### src/rtl/dmac_fifo_pkg.sv
// dmac_fifo_pkg: shared widths, defaults and count type
// for the DMAC FWFT buffering FIFO.
package dmac_fifo_pkg;

  localparam int DEPTH_LG2_DEF  = 4;
  localparam int DATA_WIDTH_DEF = 32;

  function automatic int ptr_width(input int lg2);
    return lg2 + 1;
  endfunction

  function automatic int cnt_width(input int lg2);
    return lg2 + 1;
  endfunction

  typedef logic [cnt_width(DEPTH_LG2_DEF)-1:0] cnt_t;

endpackage

### src/rtl/dmac_fifo_mem.sv
// dmac_fifo_mem: one write port, async read port.
// No reset so it can map onto distributed RAM.
module dmac_fifo_mem #(
  parameter int AW = 4,
  parameter int DW = 32
) (
  input  logic          clk,
  input  logic          wren_i,
  input  logic [AW-1:0] wraddr_i,
  input  logic [DW-1:0] wdata_i,
  input  logic [AW-1:0] rdaddr_i,
  output logic [DW-1:0] rdata_o
);

  logic [DW-1:0] mem_q [2**AW];

  always_ff @(posedge clk) begin
    if (wren_i) mem_q[wraddr_i] <= wdata_i;
  end

  assign rdata_o = mem_q[rdaddr_i];

endmodule

### src/rtl/dmac_fifo_fwft.sv
// dmac_fifo_fwft: FWFT FIFO with count, watermarks, flush.
// Optional sticky ovf/udf flags with DMAC_FIFO_ERR_EN.
module dmac_fifo_fwft
  import dmac_fifo_pkg::*;
#(
  parameter int DEPTH_LG2  = DEPTH_LG2_DEF,
  parameter int DATA_WIDTH = DATA_WIDTH_DEF,
  parameter int AF_MARGIN  = 2,
  parameter int AE_MARGIN  = 2
) (
  input  logic                  clk,
  input  logic                  rst,
`ifdef DMAC_FIFO_ERR_EN
  input  logic                  err_clr_i,
  output logic                  ovf_o,
  output logic                  udf_o,
`endif
  input  logic                  flush_i,
  input  logic                  wren_i,
  input  logic [DATA_WIDTH-1:0] wdata_i,
  output logic                  full_o,
  output logic                  almost_full_o,
  input  logic                  rden_i,
  output logic [DATA_WIDTH-1:0] rdata_o,
  output logic                  empty_o,
  output logic                  almost_empty_o,
  output logic [DEPTH_LG2:0]    count_o
);

  localparam int DEPTH = 2**DEPTH_LG2;
  localparam int PW    = ptr_width(DEPTH_LG2);
  localparam int CW    = cnt_width(DEPTH_LG2);
  localparam logic [CW-1:0] AF_LVL = CW'(DEPTH - AF_MARGIN);
  localparam logic [CW-1:0] AE_LVL = CW'(AE_MARGIN);
  localparam logic AF_RST = (DEPTH - AF_MARGIN) <= 0;

  logic [PW-1:0] wptr_q, wptr_d;
  logic [PW-1:0] rptr_q, rptr_d;
  logic [CW-1:0] cnt_q, cnt_d;
  logic full_q, full_d;
  logic empty_q, empty_d;
  logic af_q, af_d;
  logic ae_q, ae_d;
  logic [DATA_WIDTH-1:0] rdata_q, rdata_d;
  logic [DATA_WIDTH-1:0] mem_rdata;
  logic push, pop;

  assign push = wren_i & ~full_q & ~flush_i;
  assign pop  = rden_i & ~empty_q & ~flush_i;

  dmac_fifo_mem #(
    .AW(DEPTH_LG2),
    .DW(DATA_WIDTH)
  ) u_mem (
    .clk     (clk),
    .wren_i  (push),
    .wraddr_i(wptr_q[DEPTH_LG2-1:0]),
    .wdata_i (wdata_i),
    .rdaddr_i(rptr_d[DEPTH_LG2-1:0]),
    .rdata_o (mem_rdata)
  );

  always_comb begin
    wptr_d = wptr_q;
    rptr_d = rptr_q;
    cnt_d  = cnt_q;
    if (flush_i) begin
      wptr_d = '0;
      rptr_d = '0;
      cnt_d  = '0;
    end else begin
      if (push) wptr_d = wptr_q + PW'(1);
      if (pop)  rptr_d = rptr_q + PW'(1);
      unique case (1'b1)
        push & ~pop: cnt_d = cnt_q + CW'(1);
        pop & ~push: cnt_d = cnt_q - CW'(1);
        default:     cnt_d = cnt_q;
      endcase
    end
    empty_d = (wptr_d == rptr_d);
    full_d  = (wptr_d[DEPTH_LG2] != rptr_d[DEPTH_LG2]) &&
              (wptr_d[DEPTH_LG2-1:0] == rptr_d[DEPTH_LG2-1:0]);
    af_d    = (cnt_d >= AF_LVL);
    ae_d    = (cnt_d <= AE_LVL);
    // New head is the entry being written now: bypass the array
    rdata_d = rdata_q;
    if (!empty_d) begin
      if (push && (rptr_d == wptr_q)) rdata_d = wdata_i;
      else                            rdata_d = mem_rdata;
    end
  end

  always_ff @(posedge clk) begin
    if (rst) begin
      wptr_q  <= '0;
      rptr_q  <= '0;
      cnt_q   <= '0;
      full_q  <= 1'b0;
      empty_q <= 1'b1;
      af_q    <= AF_RST;
      ae_q    <= 1'b1;
      rdata_q <= '0;
    end else begin
      wptr_q  <= wptr_d;
      rptr_q  <= rptr_d;
      cnt_q   <= cnt_d;
      full_q  <= full_d;
      empty_q <= empty_d;
      af_q    <= af_d;
      ae_q    <= ae_d;
      rdata_q <= rdata_d;
    end
  end

`ifdef DMAC_FIFO_ERR_EN
  logic ovf_q, udf_q;

  always_ff @(posedge clk) begin
    if (rst || flush_i || err_clr_i) begin
      ovf_q <= 1'b0;
      udf_q <= 1'b0;
    end else begin
      if (wren_i && full_q)  ovf_q <= 1'b1;
      if (rden_i && empty_q) udf_q <= 1'b1;
    end
  end

  assign ovf_o = ovf_q;
  assign udf_o = udf_q;
`endif

  assign full_o         = full_q;
  assign empty_o        = empty_q;
  assign almost_full_o  = af_q;
  assign almost_empty_o = ae_q;
  assign count_o        = cnt_q;
  assign rdata_o        = rdata_q;

endmodule

### config.mk
export PLATFORM = sky130hd
export DESIGN_NAME = dmac_fifo_fwft
export DESIGN_NICKNAME = d
export VERILOG_FILES = /design/src/rtl/dmac_fifo_pkg.sv /design/src/rtl/dmac_fifo_mem.sv /design/src/rtl/dmac_fifo_fwft.sv
export SDC_FILE = /design/constraint.sdc
export NUM_CORES = 1
export LEC_CHECK = 0
export ABC_AREA = 1
export CORE_MARGIN = 10
export CORE_UTILIZATION = 55
export DETAILED_ROUTE_END_ITERATION = 8
export GPL_ROUTABILITY_DRIVEN = 0
export PLACE_DENSITY = 0.7
export SYNTH_ARGS = -nofsm -noshare
export SYNTH_HDL_FRONTEND = slang
export SYNTH_SLANG_ARGS = --single-unit
### constraint.sdc
create_clock -name clk -period 5 [get_ports clk]
set_input_delay 0.5 -clock clk [delete_from_list [all_inputs] [get_ports clk]]
set_output_delay 0.5 -clock clk [all_outputs]
set_load 0.005 [all_outputs]
**Word level (Yosys, flattened, before mapping)**

Memory sizes are Yosys's and may differ from the RTL's.
Index checks and enable logic that the tools add are counted.

- $add $sub $neg: 4
- $lt $le $gt $ge: 2
- Equal/unequal tests: 4
- Muxes and demuxes: 9
- Bitwise logic cells: 11
- Reduce and logical (&&, ||, !) cells: 2

Operator list:

| operator | count |
|---|---|
| $mux 32 | 1 |
| $mux 5 | 5 |
| $add 5x1->5 const B | 3 |
| $eq 5x5->1 | 2 |
| $pmux 5 s2 | 1 |
| $and 1x1->1 | 6 |
| $ge 5x4->1 const B | 1 |
| $le 5x2->1 const B | 1 |
| $not 1->1 | 5 |
| $sub 5x1->5 const B | 1 |
| $eq 4x4->1 | 1 |
| $logic_and 1x1->1 | 2 |
| $mux 1 | 2 |
| $ne 1x1->1 | 1 |

- Bits in registers: 51
- Bits in writable memories: 512
- Output and inout port bits: 41
- Word-level logic and storage cells: 41
- Memories: 1

Memory list:

| name | depth | bits a word | read ports | clocked after Yosys merged registers in | wr ports | line | source |
|---|---|---|---|---|---|---|---|
| u_mem.mem_q | 16 | 32 | 1 | 0 | 1 | dmac_fifo_mem.sv:15 | `logic [DW-1:0] mem_q [2**AW];` |

**Logic depth before layout (Yosys ltp)**

Gate-level depths: netlist of the first run.

- Depth in word-level cells: 8
- Gate-level depth with buffers: 15
- Gate-level depth less buffers: 15

**By module**

Synthesis of the first run repeated with hierarchy kept, for this count alone.

- Cells, all modules: 2557
- Area total of the unflattened synthesis: 24953.9 um^2

By module, submodules not included:

| module | instances | cells each | area each (um^2) | sequential area each (um^2) |
|---|---|---|---|---|
| dmac_fifo_mem | 1 | 2088 | 22089.9 | 15374.7 |
| dmac_fifo_fwft | 1 | 469 | 2864.0 | 1021.0 |

**Worst setup path before layout of the first run**

OpenSTA, ideal clock, no wires.

- Kind: input-to-reg
- Start point: input port flush_i
- End point: memory u_mem.mem_q[2][0] (enable)
- Library setup time: 461 ps
- Arrival time: 3178 ps
- Required time: 4539 ps
- Slack: 1361 ps
- Stages on the path: 4
- Path through: buf_2 nor2_2 inv_1 nor3_1

- Cells in the longest elaborated chain, start to end: 4

Ends and longest elaborated chain:

| item | line | source |
|---|---|---|
| start, declared | dmac_fifo_fwft.sv:18 | `input logic flush_i,` |
| $not 1->1 | dmac_fifo_fwft.sv:48 | `assign push = wren_i & ~full_q & ~flush_i;` |
| $and 1x1->1 | dmac_fifo_fwft.sv:48 |  |
| $mux 1 | dmac_fifo_mem.sv:18 | `if (wren_i) mem_q[wraddr_i] <= wdata_i;` |
| $mux 1 (implied by the code) | dmac_fifo_mem.sv:18 |  |
| end, declared | dmac_fifo_mem.sv:15 |  |

No other way between the ends.

**Worst setup path in the final report of the first run**

- Start point: input port flush_i
- End point: register rdata_q[19] (netlist: rdata_o[19])

- Cells in the longest elaborated chain, start to end: 7
- Elaborated cells between the ends (all ways): 12
- Those cells by class: 2 x eq/ne; 5 x mux; 3 x bitwise; 1 x reduce/logical; 1 x memory

Ends and longest elaborated chain:

| item | line | source |
|---|---|---|
| branches (longest 7 deep; another with $mem_v2 16x32) | -- |  |
| end signal, assigned | dmac_fifo_fwft.sv:111 | `rdata_q <= rdata_d;` |
| end, declared | dmac_fifo_fwft.sv:44 | `logic [DATA_WIDTH-1:0] rdata_q, rdata_d;` |

Parallel ways; which one is timed is not known.
A chain may end at the register's enable or synchronous reset.

==> impl_metrics.json, run 1 <==
{
  "most-common-layout-cells": "nand2_1, nand3_1, edfxtp_1",
  "die_y_um": 232,
  "grt-ovfl-total": 0,
  "finalSetupViolations": 0,
  "finalCritPeriodShare_pct": 74.0,
  "ff2ff_setup_slack_ns": 1.67,
  "cts_buffer_depth": 3,
  "hold_class": "reg2reg",
  "worstSetupEndpointType": "register",
  "tightest_slew_ns": 1.07,
  "synth-seq-area-share_pct": 66.1,
  "pre_cts_ws_ns": 0.797,
  "grt_max_degree": 192,
  "nets": 2522,
  "async_flop_share_pct": 0,
  "grt_busiest_layer": "met2",
  "synthSimpleGateAreaFrac_pct": 25.5,
  "cts_inserted_buffers": 55,
  "wl_um": 68400,
  "fin_skew_ns": 0.0132,
  "yosys_warnings": 0,
  "ios": 78,
  "drive_above_1_share_pct": 6.55,
  "cp_max_fo": 62,
  "timing.hold.ws_ns": 0.480,
  "synth_area_per_cell_sq_um": 10.1,
  "final_antenna_net_count": 0,
  "dieWidth_um": 232,
  "synth_edf_count": 512,
  "ys.flop_type": "edfxtp_1",
  "routedWlPerCell_um": 21.9,
  "synth_top_family_by_area": "simple AND/OR/NAND/NOR gates",
  "grtUsageMet1_pct": 32.9,
  "dp_hpwl_um": 34100,
  "use_met3_pct": 4.86,
  "row_count": 77,
  "critPathMaxStageDelay_ns": 0.73,
  "cts-root-buf": "clkbuf_16",
  "die_area_sq_um": 54000,
  "crit_chain": "clkdlybuf4s50_1, nor2_1, nand2_8, nand2_8, nand2_1, nand2_1, nand2_1, nor2_4, nand3_2, buf_4, nand3_1, nand2_1, a21oi_1",
  "ys_seq_elements": 563,
  "cts.sinks": 563,
  "post_cts_resized": 0,
  "via_count": 18330,
  "crit_top_cell": "nand2_1",
  "grt_pass1_vias": 17736,
  "ys_types": 30,
  "leakagePower_nw": 11.3,
  "track_usage_pct": 25.3,
  "required_ns": 5.52,
  "fmax_ghz": 0.270,
  "r2r_start": "rptr_q[0]",
  "synthXorXnorAreaFrac_pct": 0.318,
  "arrival_ns": 4.23,
  "grt_pass1_wl_um": 105000,
  "htree_levels": 2,
  "clk_pin_slew_ns": 0.06,
  "slowest_stage": "clkdlybuf4s50_1",
  "area_growth_pct": 12.9,
  "r2r_cells": 13,
  "slew_headroom_pct": 28.3,
  "cp_top_family": "simple AND/OR/NAND/NOR gates",
  "viasPerCell": 5.89,
  "cts_setup_buffers": 0,
  "fin_setup_tns_ns": 0,
  "synth-adder-area-share_pct": 0.404,
  "antenna_found_initial": 0,
  "min_from": "rdata_o[6]",
  "initial_core_util_pct": 55.8,
  "core_area_sq_um": 44400,
  "drv_slew": 0,
  "cap_violations": 0,
  "holdBufCountCts": 0,
  "vdd_drop_max_uv": 262,
  "drcViolationCount": 0,
  "rsz0062_at_grt": "no",
  "hold_depth": 2,
  "drtPass1Iterations": 5,
  "syn_nets": 2501,
  "r2r-end": "rdata_o[19]",
  "final_common_cell": "nand2_1",
  "status": "completed",
  "synthMuxAreaShare_pct": 0,
  "synth_compound_area_share_pct": 1.15,
  "powerDensity_nw_per_um2": 370,
  "finalHoldViolCount": 0,
  "post-route-min-period_ns": 3.70,
  "grt.met2_usage_pct": 40.8,
  "synth_area_sq_um": 24800,
  "worstSetupPathType": "in2reg",
  "netlist_instances": 2456,
  "clk-insertion-delay-late_ns": 0.61,
  "port_buffers": 77,
  "start_kind": "input port",
  "holdPathEnd": "rdata_o[6]",
  "drt_iter0_drc": 2324,
  "cts_tree": "done",
  "setup_slack_ns": 1.30,
  "path_buf_inv": 2
}
Yosys cell counts (7+ instances only):
master / count / area share (%)
nand3_1: 551 / 11
nand2_1: 752 / 11
a21oi_1: 39 / 0.79
nor3_1: 9 / 0.18
inv_1: 218 / 3.3
edfxtp_1: 512 / 62
nand4_1: 66 / 1.7
dfxtp_1: 51 / 4.1
buf_1: 18 / 0.27
buf_2: 84 / 1.7
nor2_1: 42 / 0.64
clkbuf_1: 48 / 0.73
ha_1: 8 / 0.40
buf_6: 7 / 0.32
final cells by class:
class	count	area, sq um
diodes	1	2.50
clock buffers	74	1530
clock inverters	27	349
fillers	3509	16400
inverters	224	841
multi-input cells	1509	6970
flip-flops and latches	563	16400
well taps	592	741
repair buffers	124	1170
layer usage:
metal  share of wire, %  wire, um
met1                 39     26700
met2                 47     32400
met3                9.9      6780
met4                3.6      2470
met5                  0         0
stage by stage:
step | total power [mW] | cells | utilization (%) | instance area [sq um]
2_1_floorplan | 5.77 | 2456 | - | 24800
3_3_place_gp | 6.10 | 3012 | 58.8 | 26100
3_5_place_dp | 6.11 | 3012 | 58.8 | 26100
4_1_cts | 10.4 | 3113 | 63.0 | 28000
5_1_grt | 10.7 | 3113 | 63.0 | 28000
6_report | 10.3 | 3114 | 63.0 | 28000
how the worst max path moves through the flow:
stage	endpoint	cells after the start	slack, ns	from
floorplan	u_mem.mem_q[2][0]	4	1.36	flush_i
global placement	rdata_o[9]	13	0.88	flush_i
detailed placement	rdata_o[13]	13	0.80	flush_i
CTS	rdata_o[9]	13	1.35	flush_i
global route	rdata_o[14]	13	1.08	flush_i
finish	rdata_o[19]	13	1.30	flush_i
registers in the layout (all words and copies together), names as in the netlist:
| register | count |
|---|---|
| u_mem.mem_q | 512 |
| rdata_o | 32 |
| count_o | 5 |
| rptr_q | 5 |
| wptr_q | 5 |
| almost_empty_o | 1 |
| almost_full_o | 1 |
| empty_o | 1 |
| full_o | 1 |
logic make-up (layout without fill, tap and decap cells):
logic type | Yosys count | in the layout
AND/OR/NAND/NOR | 1438 | 1438
flip-flops | 563 | 563
buffers and inverters | 384 | 449
AO/OA/AOI/OAI | 54 | 54
XOR/XNOR | 9 | 9
adder cells (fa/ha/maj) | 8 | 8
other | 0 | 1
tightest hold or removal path, stage by stage (launching register included):
cell and delay, ns:
dfxtp_1 0.31, nand3b_1 0.08, nand2_1 0.05
where the power goes:
group,switching [mW],total (mW),leakage (nW),internal [mW]
Combinational,0.501,0.778,5.32,0.277
Clock,1.73,4.32,0.923,2.60
Sequential,0.0453,5.24,5.03,5.20
Power figures use the tool's default switching activity.
==> inputs of run 2 (changes only) <==
==> constraint.sdc (replaced) <==
create_clock -name clk -period 3.7 [get_ports clk]
set_input_delay 0.37 -clock clk [delete_from_list [all_inputs] [get_ports clk]]
set_output_delay 0.37 -clock clk [all_outputs]
set_load 0.005 [all_outputs]
==> impl_metrics.json, run 2 (synthesized netlist as in run 1, its figures left out) <==
{
  "grt_busiest_layer": "met2",
  "grt_max_degree": 136,
  "routedWlPerCell_um": 21.5,
  "grt-ovfl-total": 0,
  "post_cts_resized": 0,
  "crit_chain": "ha_1, inv_1, nor2_1, nand2_1, xor2_1, inv_1, nand2_1, nand3_2, nand3_2, buf_4, a21oi_1",
  "grt_pass1_vias": 17722,
  "ff2ff_setup_slack_ns": 0.97,
  "largest-register": "u_mem.mem_q",
  "r2r_start": "wptr_q[0]",
  "core_area_sq_um": 44400,
  "drcViolationCount": 0,
  "htree_levels": 2,
  "cts_inserted_buffers": 56,
  "required_ns": 4.19,
  "status": "completed",
  "drive_above_1_share_pct": 7.09,
  "cts_buffer_depth": 3,
  "most-common-layout-cells": "nand2_1, nand3_1, edfxtp_1",
  "final_antenna_net_count": 0,
  "ios": 78,
  "cap_violations": 0,
  "drv_slew": 0,
  "row_count": 77,
  "clk_pin_slew_ns": 0.06,
  "min_from": "wren_i",
  "arrival_ns": 3.22,
  "finalHoldViolCount": 0,
  "clk-insertion-delay-late_ns": 0.63,
  "fillers": 3441,
  "cts_tree": "done",
  "area_growth_pct": 13.6,
  "fin_skew_ns": 0.0245,
  "cp_top_family": "simple AND/OR/NAND/NOR gates",
  "largest_reg_flops": 512,
  "drt_iter0_drc": 2235,
  "crit_start": "wptr_q[0]",
  "port_buffers": 77,
  "cts_setup_buffers": 0,
  "p_sw_mw": 3.14,
  "tightest_slew_ns": 0.749,
  "swShare_pct": 22.7,
  "dieWidth_um": 232,
  "fin_setup_tns_ns": 0,
  "clockPowerShare_pct": 41.1,
  "powerDensity_nw_per_um2": 492,
  "grt.met2_usage_pct": 40.5,
  "r2r-end": "rdata_o[19]",
  "leakagePower_nw": 11.4,
  "fmax_ghz": 0.366,
  "grt_pass1_wl_um": 103000,
  "cts-root-buf": "clkbuf_16",
  "initial_core_util_pct": 55.8,
  "finalSetupViolations": 0,
  "worstSetupPathType": "reg2reg",
  "p_int_mw": 10.7,
  "cts.sinks": 563,
  "dp_hpwl_um": 35200,
  "track_usage_pct": 24.7,
  "power_mw": 13.8,
  "worstSetupEndpointType": "register",
  "critPathCapture": "rdata_o[19]",
  "combPwrFrac_pct": 7.6,
  "via_count": 18450,
  "cp_max_fo": 13,
  "final_common_cell": "nand2_1",
  "die_area_sq_um": 54000,
  "holdBufCountCts": 0,
  "antenna_found_initial": 2,
  "slowest_stage": "dfxtp_1",
  "nets": 2538,
  "die_y_um": 232,
  "drtPass1Iterations": 5,
  "wl_um": 67400,
  "slew_headroom_pct": 50.1,
  "r2r_cells": 11,
  "vdd_drop_max_uv": 335,
  "finalCritPeriodShare_pct": 73.8,
  "grtUsageMet1_pct": 31.5,
  "hold_class": "in2reg",
  "post-route-min-period_ns": 2.73,
  "pwr-share-seq_pct": 51.2,
  "critPathMaxStageDelay_ns": 0.47,
  "use_met3_pct": 4.03,
  "path_buf_inv": 3,
  "viasPerCell": 5.89,
  "cp.depth": 11,
  "rsz0062_at_grt": "no",
  "start_kind": "register"
}
-- run 2: cell type report --
class	count	area (sq um)	share of cell area, %
multi-input combinational	1509	6970	24.7
clock inverter	22	263	0.933
sequential	563	16400	58.2
tap	592	741	2.63
timing repair buffer	139	1390	4.92
antenna	2	5.00	0.0178
inverter	224	841	2.98
clock buffer	82	1570	5.57
-- run 2: per-layer routing --
layer | share of wire (%) | wire length [um]
met5 | 0.019 | 13
met4 | 4.3 | 2900
met3 | 9.0 | 6060
met2 | 48 | 32200
met1 | 39 | 26300
-- run 2: through the flow --
| stage | util [%] | hold slack, ns | area (sq um) | std cells | setup slack [ns] |
|---|---|---|---|---|---|
| 2_1_floorplan | - | 0.462 | 24800 | 2456 | 0.191 |
| 3_3_place_gp | 59.3 | 0.482 | 26300 | 3027 | 0.650 |
| 3_5_place_dp | 59.3 | 0.495 | 26300 | 3027 | 0.615 |
| 4_1_cts | 63.4 | 0.480 | 28200 | 3131 | 1.08 |
| 5_1_grt | 63.4 | 0.533 | 28200 | 3132 | 0.849 |
| 6_report | 63.4 | 0.501 | 28200 | 3133 | 0.968 |
-- run 2: worst min-delay path by stage --
stage                      end  slack [ns]  cells past startpoint
floorplan           rdata_o[6]        0.46                      2
global placement    rdata_o[6]        0.48                      2
detailed placement  rdata_o[6]        0.49                      2
CTS                  wptr_q[2]        0.48                      4
global route        rdata_o[6]        0.53                      2
finish               wptr_q[2]        0.50                      4
-- run 2: worst min-delay path, cell delays in order --
cell,delay [ns]
clkdlybuf4s50_1,0.44
nand4_1,0.10
nand2_1,0.07
nor2_1,0.09
-- run 2: power by group through the flow --
stage,Clock [mW],Combinational (mW),Sequential [mW]
global placement,0,1.02,7.23
finish,5.69,1.06,7.10
CTS,5.76,1.05,7.10
global route,6.00,1.17,7.10
detailed placement,0,1.05,7.23
floorplan,0,0.589,7.20
==> inputs of run 3 (changes only) <==
--- a/config.mk
+++ b/config.mk
@@ -10,7 +10,7 @@
 export CORE_UTILIZATION = 55
 export DETAILED_ROUTE_END_ITERATION = 8
 export GPL_ROUTABILITY_DRIVEN = 0
-export PLACE_DENSITY = 0.7
+export PLACE_DENSITY = 0.72
 export SYNTH_ARGS = -nofsm -noshare
 export SYNTH_HDL_FRONTEND = slang
 export SYNTH_SLANG_ARGS = --single-unit
==> constraint.sdc (replaced) <==
create_clock -name clk -period 2.2 [get_ports clk]
set_input_delay 0.22 -clock clk [delete_from_list [all_inputs] [get_ports clk]]
set_output_delay 0.22 -clock clk [all_outputs]
set_load 0.005 [all_outputs]
==> impl_metrics.json, run 3 (synthesized netlist as in run 1, its figures left out) <==
{
  "finalCritPeriodShare_pct": 98.2,
  "largest_reg_flops": 512,
  "rsz0062_at_grt": "yes",
  "cp_top_family": "simple AND/OR/NAND/NOR gates",
  "area_growth_pct": 23.1,
  "grt-ovfl-total": 0,
  "fmax_ghz": 0.463,
  "post-route-min-period_ns": 2.16,
  "min_from": "wdata_i[25]",
  "timing.hold.ws_ns": 0.364,
  "worstSetupEndpointType": "register",
  "wl_met2_um": 34100,
  "vdd_drop_max_uv": 671,
  "drt_iter0_drc": 2403,
  "grt_pass1_wl_um": 106000,
  "r2r-end": "rdata_o[17]",
  "die_y_um": 232,
  "htree_levels": 2,
  "track_usage_pct": 25.4,
  "grt_max_degree": 39,
  "multi_input_area_sq_um": 7150,
  "row_count": 77,
  "cap_violations": 0,
  "most-common-layout-cells": "nand2_1, nand3_1, edfxtp_1",
  "core_area_sq_um": 44400,
  "wl_met3_um": 7050,
  "cts_buffer_depth": 3,
  "drive_above_1_share_pct": 14.1,
  "cts-root-buf": "clkbuf_16",
  "viasPerCell": 5.87,
  "wl_um": 71200,
  "via_count": 19371,
  "critPathMaxStageDelay_ns": 0.33,
  "ios": 78,
  "numPlacedInstances": 3180,
  "cts.sinks": 563,
  "largest-register": "u_mem.mem_q",
  "final_antenna_net_count": 0,
  "hold_depth": 2,
  "leakagePower_nw": 12.5,
  "antenna_found_initial": 1,
  "antenna_cells": 0,
  "worstSetupPathType": "reg2reg",
  "slowest_stage": "dfxtp_1",
  "r2r_start": "wptr_q[0]",
  "start_kind": "register",
  "finalSetupViolations": 0,
  "slew_headroom_pct": 55.1,
  "cts_inserted_buffers": 57,
  "grt_pass1_vias": 18514,
  "dr.max_layer_used": "met5",
  "crit_chain": "buf_4, ha_1, inv_1, nor2_1, nand2_1, xor2_2, inv_1, nand2_1, nand3_2, nand3_4, clkbuf_16, a21oi_1",
  "cts_tree": "done",
  "nets": 2706,
  "finalHoldViolCount": 0,
  "required_ns": 2.73,
  "r2r_cells": 12,
  "final_common_cell": "nand2_1",
  "arrival_ns": 2.69,
  "path_buf_inv": 4,
  "holdPathEnd": "u_mem.mem_q[15][25]",
  "drtPass1Iterations": 8,
  "status": "completed",
  "tightest_slew_ns": 0.671,
  "die_area_sq_um": 54000,
  "postLayoutCoreUtil_pct": 68.7,
  "ff2ff_setup_slack_ns": 0.04,
  "routedWlPerCell_um": 21.6,
  "clk-insertion-delay-late_ns": 0.63,
  "dp_hpwl_um": 41500,
  "drcViolationCount": 0,
  "clk_pin_slew_ns": 0.07,
  "port_buffers": 77,
  "regArea_sq_um": 16400,
  "fin_skew_ns": 0.0392,
  "dieWidth_um": 232,
  "drt-met1-wl_um": 26700,
  "initial_core_util_pct": 55.8,
  "final_cells": 3301,
  "powerDensity_nw_per_um2": 768,
  "fillers": 3139,
  "drv_slew": 0,
  "hold_class": "in2reg",
  "cp_max_fo": 6
}
run 3: worst max path at each step:
stage	slack (ns)	depth (start not counted)	to	from
after floorplan	-0.34	5	u_mem.mem_q[0][0]	full_o
after global placement	-0.34	15	almost_empty_o	flush_i
after detailed placement	-0.44	14	rdata_o[19]	flush_i
after CTS	0.03	15	almost_empty_o	full_o
after global routing	-0.06	11	rdata_o[5]	wptr_q[0]
final	0.04	12	rdata_o[17]	wptr_q[0]
run 3: through the flow:
stage	area, sq um	total power [mW]	setup TNS (ns)	setup slack (ns)
floorplan	24900	13.1	-109.63	-0.339
global placement	28300	14.1	-10.42	-0.341
detailed placement	28300	14.2	-14.31	-0.441
CTS	30100	23.3	0	0.0333
global route	30500	24.1	-0.801	-0.0593
finish	30500	23.4	0	0.0388
run 3: routing by layer:
metal | global-route usage [%] | up-vias
li1 | - | 8775
met1 | 32.8 | 9219
met2 | 41.4 | 1142
met3 | 4.59 | 233
met4 | 11.2 | 2
met5 | 0 | -
run 3: area by class of cell:
class | count | share of cell area [%]
sequential | 563 | 53.7
tap | 592 | 2.43
inverter | 224 | 2.75
timing repair buffer | 306 | 11.9
clock buffer | 67 | 4.79
multi-input combinational | 1509 | 23.4
clock inverter | 40 | 1.00
run 3: worst reg2reg max path, stage by stage, from the launching register on:
cell	delay, ns
dfxtp_1	0.33
buf_4	0.13
ha_1	0.20
inv_1	0.07
nor2_1	0.10
nand2_1	0.13
xor2_2	0.18
inv_1	0.06
nand2_1	0.05
nand3_2	0.13
nand3_4	0.27
clkbuf_16	0.28
a21oi_1	0.14
run 3: power breakdown:
group	leakage [nW]	total [mW]	switching, mW	internal (mW)
combinational	6.65	2.24	1.28	0.958
sequential	5.03	11.9	0.102	11.8
clock	0.851	9.28	4.07	5.21
total	12.5	23.4	5.45	18.0
run 3: what timing repair did:
item	CTS	global route
pin swaps	1	5
gates cloned	0	6
buffers inserted	1	7
endpoints found under the setup margin	27	34
hold buffers	0	0
gates resized for setup	4	50
